--- config.mk ---
export PLATFORM = sky130hd
export DESIGN_NAME = fetch_pc_unit
export DESIGN_NICKNAME = d
export VERILOG_FILES = /design/src/rtl/mips_pkg.sv /design/src/rtl/next_pc_calc.sv /design/src/rtl/fetch_pc_unit.sv
export SDC_FILE = /design/constraint.sdc
export NUM_CORES = 1
export LEC_CHECK = 0
export CORE_MARGIN = 3
export CORE_UTILIZATION = 30
export CTS_BUF_LIST = sky130_fd_sc_hd__clkbuf_8
export DETAILED_ROUTE_END_ITERATION = 12
export GPL_TIMING_DRIVEN = 0
export RECOVER_POWER = 25
export SLEW_MARGIN = 20
export SYNTH_ARGS = -nofsm -noshare
export SYNTH_HDL_FRONTEND = slang
export SYNTH_SLANG_ARGS = --single-unit
--- constraint.sdc ---
create_clock -name clk -period 9.91 [get_ports clk]
set_input_delay 1.4865 -clock clk [delete_from_list [all_inputs] [get_ports clk]]
set_output_delay 1.4865 -clock clk [all_outputs]
set_load 0.005 [all_outputs]
--- src/rtl/mips_pkg.sv ---
// Shared MIPS definitions: opcode/func codes, fetch state encoding, default reset PC.
// Latency: none (declarations only).
// Backpressure: not applicable.
package mips_pkg;

  localparam logic [31:0] DEFAULT_RESET_PC = 32'h0000_0000;

  localparam logic [5:0] OP_RTYPE = 6'h00;
  localparam logic [5:0] OP_LW    = 6'h23;
  localparam logic [5:0] OP_SW    = 6'h2B;
  localparam logic [5:0] OP_BEQ   = 6'h04;
  localparam logic [5:0] OP_BNE   = 6'h05;
  localparam logic [5:0] OP_J     = 6'h02;
  localparam logic [5:0] OP_JAL   = 6'h03;
  localparam logic [5:0] OP_ADDI  = 6'h08;
  localparam logic [5:0] OP_ANDI  = 6'h0C;

  localparam logic [5:0] FN_JR  = 6'h08;
  localparam logic [5:0] FN_ADD = 6'h20;
  localparam logic [5:0] FN_AND = 6'h24;

  typedef enum logic [1:0] {
    FETCH = 2'd0,
    HOLD  = 2'd1,
    TRAP  = 2'd2
  } fetch_state_t;

  // J/JAL target: region bits come from the sequential PC, not the current one.
  function automatic logic [31:0] jump_target(input logic [31:0] pc_plus4,
                                              input logic [25:0] instr_idx);
    return {pc_plus4[31:28], instr_idx, 2'b00};
  endfunction

endpackage

--- src/rtl/next_pc_calc.sv ---
// Next-PC select: J/JAL immediate > JR register > taken branch > sequential.
// Latency: combinational.
// Backpressure: none; the caller decides when next_pc is consumed.
module next_pc_calc
  import mips_pkg::*;
(
  input  logic [31:0] pc_plus4,
  input  logic [25:0] instr_idx,
  input  logic [31:0] branch_imm,
  input  logic [31:0] jr_target,
  input  logic        pc_src,
  input  logic        pc_jump,
  input  logic        jump_sel,
  output logic [31:0] next_pc
);

  always_comb begin
    next_pc = pc_plus4;
    if (pc_jump && jump_sel)
      next_pc = jump_target(pc_plus4, instr_idx);
    else if (pc_jump)
      next_pc = jr_target;
    else if (pc_src)
      next_pc = pc_plus4 + (branch_imm << 2);
  end

endmodule

--- src/rtl/fetch_pc_unit.sv ---
// PC owner and instruction fetcher; optional misalign trap under FETCH_MISALIGN_TRAP_EN.
// Latency: imem_ack to instr_valid is 1 cycle; retire to next imem_req is 1 cycle.
// Backpressure: instr held in HOLD until instr_ready; imem request held until imem_ack.
module fetch_pc_unit
  import mips_pkg::*;
#(
  parameter logic [31:0] RESET_PC = DEFAULT_RESET_PC,
  parameter int          MAX_WAIT = 16,
  parameter int          CNT_W    = 32
) (
  input  logic             clk,
  input  logic             rst,
  output logic             imem_req,
  output logic [31:0]      imem_addr,
  input  logic             imem_ack,
  input  logic [31:0]      imem_rdata,
  output logic [31:0]      instr,
  output logic             instr_valid,
  input  logic             instr_ready,
  input  logic             pc_src,
  input  logic             pc_jump,
  input  logic             jump_sel,
  input  logic [31:0]      branch_imm,
  input  logic [31:0]      jr_target,
  output logic [31:0]      pc,
  output logic [31:0]      pc_plus4,
  output logic             fetch_timeout,
  output logic [CNT_W-1:0] instr_count
`ifdef FETCH_MISALIGN_TRAP_EN
  ,
  output logic             misalign_trap
`endif
);

  localparam int WAIT_W = $clog2(MAX_WAIT + 1);
  localparam logic [WAIT_W-1:0] WAIT_MAX = WAIT_W'(MAX_WAIT);

  fetch_state_t       state_q, state_d;
  logic [31:0]        pc_q;
  logic [31:0]        instr_q;
  logic [WAIT_W-1:0]  wait_q;
  logic               timeout_q;
  logic [CNT_W-1:0]   count_q;
  logic [31:0]        next_pc;
  logic [31:0]        pc_load;
  logic               retire;
  logic               retire_ok;

  assign pc_plus4 = pc_q + 32'd4;
  assign retire   = (state_q == HOLD) && instr_ready;

  next_pc_calc u_next_pc_calc (
    .pc_plus4   (pc_plus4),
    .instr_idx  (instr_q[25:0]),
    .branch_imm (branch_imm),
    .jr_target  (jr_target),
    .pc_src     (pc_src),
    .pc_jump    (pc_jump),
    .jump_sel   (jump_sel),
    .next_pc    (next_pc)
  );

`ifdef FETCH_MISALIGN_TRAP_EN
  logic misaligned;
  assign misaligned    = |next_pc[1:0];
  assign retire_ok     = retire && !misaligned;
  assign pc_load       = next_pc;
  assign misalign_trap = (state_q == TRAP);
`else
  assign retire_ok = retire;
  assign pc_load   = {next_pc[31:2], 2'b00};
`endif

  always_ff @(posedge clk) begin
    if (rst) state_q <= FETCH;
    else     state_q <= state_d;
  end

  always_comb begin
    state_d = state_q;
    unique case (state_q)
      FETCH: if (imem_ack) state_d = HOLD;
      HOLD: begin
        if (instr_ready) begin
`ifdef FETCH_MISALIGN_TRAP_EN
          state_d = misaligned ? TRAP : FETCH;
`else
          state_d = FETCH;
`endif
        end
      end
`ifdef FETCH_MISALIGN_TRAP_EN
      TRAP:    state_d = TRAP;
`endif
      default: state_d = FETCH;
    endcase
  end

  always_comb begin
    imem_req    = 1'b0;
    instr_valid = 1'b0;
    unique case (state_q)
      FETCH:   imem_req    = 1'b1;
      HOLD:    instr_valid = 1'b1;
      default: ;
    endcase
  end

  // Wait counter saturates at MAX_WAIT; the timeout flag stays set until reset.
  always_ff @(posedge clk) begin
    if (rst) begin
      pc_q      <= RESET_PC;
      instr_q   <= 32'd0;
      wait_q    <= '0;
      timeout_q <= 1'b0;
      count_q   <= '0;
    end else begin
      if (state_q == FETCH) begin
        if (imem_ack) begin
          instr_q <= imem_rdata;
        end else if (wait_q != WAIT_MAX) begin
          wait_q <= wait_q + WAIT_W'(1);
          if (wait_q == WAIT_MAX - WAIT_W'(1)) timeout_q <= 1'b1;
        end
      end
      if (retire_ok) begin
        pc_q    <= pc_load;
        count_q <= count_q + CNT_W'(1);
        wait_q  <= '0;
      end
    end
  end

  assign pc            = pc_q;
  assign imem_addr     = pc_q;
  assign instr         = instr_q;
  assign fetch_timeout = timeout_q;
  assign instr_count   = count_q;

endmodule
==> impl_metrics.csv <==
group,metric,value,unit
run_status,run_status,"complete, no violations",
pwr,powerDensity,96.9,nW/um2
clocking,worstSkewPairLatency,0.39,ns
route,detailedRoute.firstIterationViolations,390,
setup_path,path_max_fanout,10,
route,wl_per_cell,18.4,um
setup_path,timing_worst_setup_path_type,"reg2out",
pwr,combinational_share_of_power,28.1,%
setup_path,timing.critical_path.cells,"ha_1 > nand3_1 > nor3_1 > nand4_1 > xnor2_1 > clkdlybuf4s50_1",
timing,totalNegativeSetupSlack,0,ns
die,height_of_the_die,160,um
clocking,cts_buffer_depth,2,
grt,pin_count_of_the_biggest_net_entering_global_routing,19,
timing,max_slew.worst_pin.slew,1.04,ns
route,wirelength,27.9,mm
grt,grt-ovfl-total,0,
yosys,synth-xor-area-share,9.04,%
die,effective_utilization_at_floorplan,30.9,%
clocking,worst_setup_hold_path_clk_slew,0.11,ns
timing,timing.final.crit_share,49.7,%
pwr,fin_total_pwr,991,uW
yosys,ys_async_sr_fraction,0,%
job,drv.max_cap_violation_count,0,
yosys,synth_top_cells_by_count,"sky130_fd_sc_hd__nand2_1, sky130_fd_sc_hd__dfxtp_1, sky130_fd_sc_hd__a21oi_1, sky130_fd_sc_hd__nor2_1",
timing,worst_slack,4.98,ns
grt,wire_length_of_the_first_global_routing_pass,42.3,mm
yosys,synth.top_cell.area_share,28.6,%
pwr,cell_internal_pwr,666,uW
setup_path,startpoint_type,"register",
cells_and_area,layout-drive-gt1-share,5.41,%
pwr,power.static_leakage,0.00407,uW
clocking,tritoncts_num_sinks,101,
timing,setup_repair_after_global_routing_missed_its_margin,"false",
hold_path,worst_hold_path.num_cells,2,
yosys,synth-seq-cells,101,
clocking,tritoncts,"built",
clocking,cts-root-buf,"sky130_fd_sc_hd__clkbuf_8",
setup_path,worstPathArrival,3.44,ns
yosys,synth_mux_area_share,3.59,%
timing,maximum_clock_frequency,203,MHz
cells_and_area,end_of_flow_core_utilization,44.6,%
setup_path,crit_path_end_kind,"output port",
pwr,power.sequential.fraction,44.5,%
placement,portBuffers,255,
yosys,seq_area_frac_synth,28.6,%
route,drtPass1Iterations,5,
timing,timing.final.hold_violations,0,
placement,dp_worst_setup_slack,5.17,ns
yosys,synth_top_family_by_area,"simple AND/OR/NAND/NOR gates",
clocking,holdBufCountCts,0,
cells_and_area,area_growth,44.6,%
pwr,max-vdd-ir-drop,0.0000719,V
setup_path,crit_slowest_cell,"sky130_fd_sc_hd__nor3_1",
clocking,numCtsBuffers,9,
setup_path,cp_data_required_time,8.42,ns
yosys,synth-main-ff-cell,"sky130_fd_sc_hd__dfxtp_1",
yosys,yosys.cell_count.top_type,"sky130_fd_sc_hd__nand2_1",
yosys,synth.distinct_cells,67,
route,detail_route.drc_violations,0,
route,routed_vias_inst,5.07,
cells_and_area,postLayoutCellArea,10200,um2
yosys,warnings_from_yosys,0,
pwr,switchingPower,324,uW
setup_path,cpPeakStageDelay,0.60,ns
timing,fin_crit,4.93,ns
yosys,synth-adder-area-share,7.36,%
die,floorplan.die.width,160,um
yosys,synth_area_leaders,"sky130_fd_sc_hd__dfxtp_1, sky130_fd_sc_hd__nand2_1, sky130_fd_sc_hd__a21oi_1",
clocking,post-cts-setup-buffers,0,
yosys,synth-compound-area-share,20.3,%
cells_and_area,insertedDiodeCount,0,
grt,grt_antenna_before_repair,1,
route,route.antenna.remaining_nets,0,
die,row_count,55,
placement,detailed_place.area,10000,um2
placement,detailed_place_hpwl,22.3,mm
hold_path,hold_path.class,"reg2reg",
yosys,post_synth_inst_count,925,
timing,relSlewSlack,30.9,%
yosys,synthesized_area_per_cell,7.64,um2
yosys,synth_area,7070,um2
placement,gp_routability_congestion,0.975,
clocking,cts.htree.levels,3,
die,top_level_ports,266,
grt,grt_util_all_layers,21.0,%
yosys,synth_top_area_cell,"sky130_fd_sc_hd__dfxtp_1",
pwr,clkPwrFrac,27.4,%
route,num_vias,7675,
grt,number_of_global_route_vias_before_repair,7387,
die,design.die.area,25400,um2
die,core,22900,um2
timing,final.setup_skew,0.0134,ns
cells_and_area,layout.nets,1340,
yosys,synth_simple_gate_area_share,23.7,%
pwr,power.switching_fraction,32.7,%
yosys,synth_edf_count,0,
timing,timing_max_transition_violations_final,0,
setup_path,worst_r2r_path_depth,15,
timing,timing.final.setup_violations,0,
clocking,post_cts_resize_count,0,
## worst max-delay path: cells and delay by family, from the launching register on
kind | cells | cell delay, ns
buffers and inverters | 1 | 0.60
xor gates and xnor gates | 1 | 0.40
adders and majority gates | 1 | 0.31
DFF | 1 | 0.53
and+or+nand+nor | 3 | 1.21
## metal layers
| metal | GRT usage (%) | share of wire (%) | up-vias |
|---|---|---|---|
| met4 | 5.57 | 2.4 | 2 |
| li1 | - | - | 3797 |
| met5 | 0 | 0.036 | - |
| met1 | 26.0 | 42 | 3522 |
| met2 | 35.6 | 47 | 314 |
| met3 | 5.96 | 8.0 | 40 |
## flip-flops by register name, indices dropped and copies added (netlist names)
signal	cells
state_q	1
fetch_timeout	1
instr_count	32
wait_q	5
imem_addr	30
instr	32
## per-stage QoR
step,instances,hold slack (ns)
final,1514,0.463
after global routing,1514,0.486
after CTS,1514,0.469
after detailed placement,1498,0.450
after global placement,1498,0.444
after floorplan,930,0.453
## layout by cell type, fill, tap and decap left out, types with 17 or more instances in the layout
| master | n |
|---|---|
| sky130_fd_sc_hd__nand4_1 | 23 |
| sky130_fd_sc_hd__nand2_1 | 138 |
| sky130_fd_sc_hd__a21oi_1 | 100 |
| sky130_fd_sc_hd__buf_4 | 36 |
| sky130_fd_sc_hd__inv_1 | 17 |
| sky130_fd_sc_hd__xor2_1 | 40 |
| sky130_fd_sc_hd__clkbuf_1 | 36 |
| sky130_fd_sc_hd__mux2i_1 | 22 |
| sky130_fd_sc_hd__clkdlybuf4s50_1 | 211 |
| sky130_fd_sc_hd__dlygate4sd3_1 | 44 |
| sky130_fd_sc_hd__o21ai_0 | 34 |
| sky130_fd_sc_hd__dfxtp_1 | 101 |
| sky130_fd_sc_hd__a211oi_1 | 22 |
| sky130_fd_sc_hd__nand3_1 | 29 |
| sky130_fd_sc_hd__ha_1 | 40 |
| sky130_fd_sc_hd__nor2_1 | 78 |
| sky130_fd_sc_hd__xnor2_1 | 33 |
## final cells by class
type / instances / area (um2)
fillers: 2382 / 12700
flip-flops and latches: 101 / 2020
clock buffers: 10 / 138
well taps: 313 / 392
multi-input cells: 729 / 4550
clock inverters: 6 / 53.8
repair buffers: 255 / 2550
inverters: 18 / 67.6
plain buffers: 82 / 453
## power groups by stage
| stage | clock network (uW) | logic (uW) | registers [uW] |
|---|---|---|---|
| 2_1_floorplan | 0 | 141 | 446 |
| 3_3_place_gp | 0 | 281 | 450 |
| 3_5_place_dp | 0 | 281 | 451 |
| 4_1_cts | 278 | 283 | 441 |
| 5_1_grt | 294 | 305 | 444 |
| 6_report | 271 | 279 | 441 |
## cell families after synthesis
group / after synthesis
and+or+nand+nor: 354
AOI/OAI and AO/OA: 230
DFF: 101
buffers and inverters: 100
xor gates and xnor gates: 73
adders and majority gates: 41
muxes: 25
other: 1
## final timing paths
kind | from | endpoint | slack (ns)
max reg2reg | imem_addr[2]$_SDFFE_PP0P_ | imem_addr[31]$_SDFFE_PP0P_ | 5.16
min | instr[28]$_SDFFE_PP0P_ | instr[28]$_SDFFE_PP0P_ | 0.46
min reg2reg | instr[28]$_SDFFE_PP0P_ | instr[28]$_SDFFE_PP0P_ | 0.46
max | imem_addr[2]$_SDFFE_PP0P_ | pc_plus4[28] | 4.98
(Power assumes the default switching activity.)
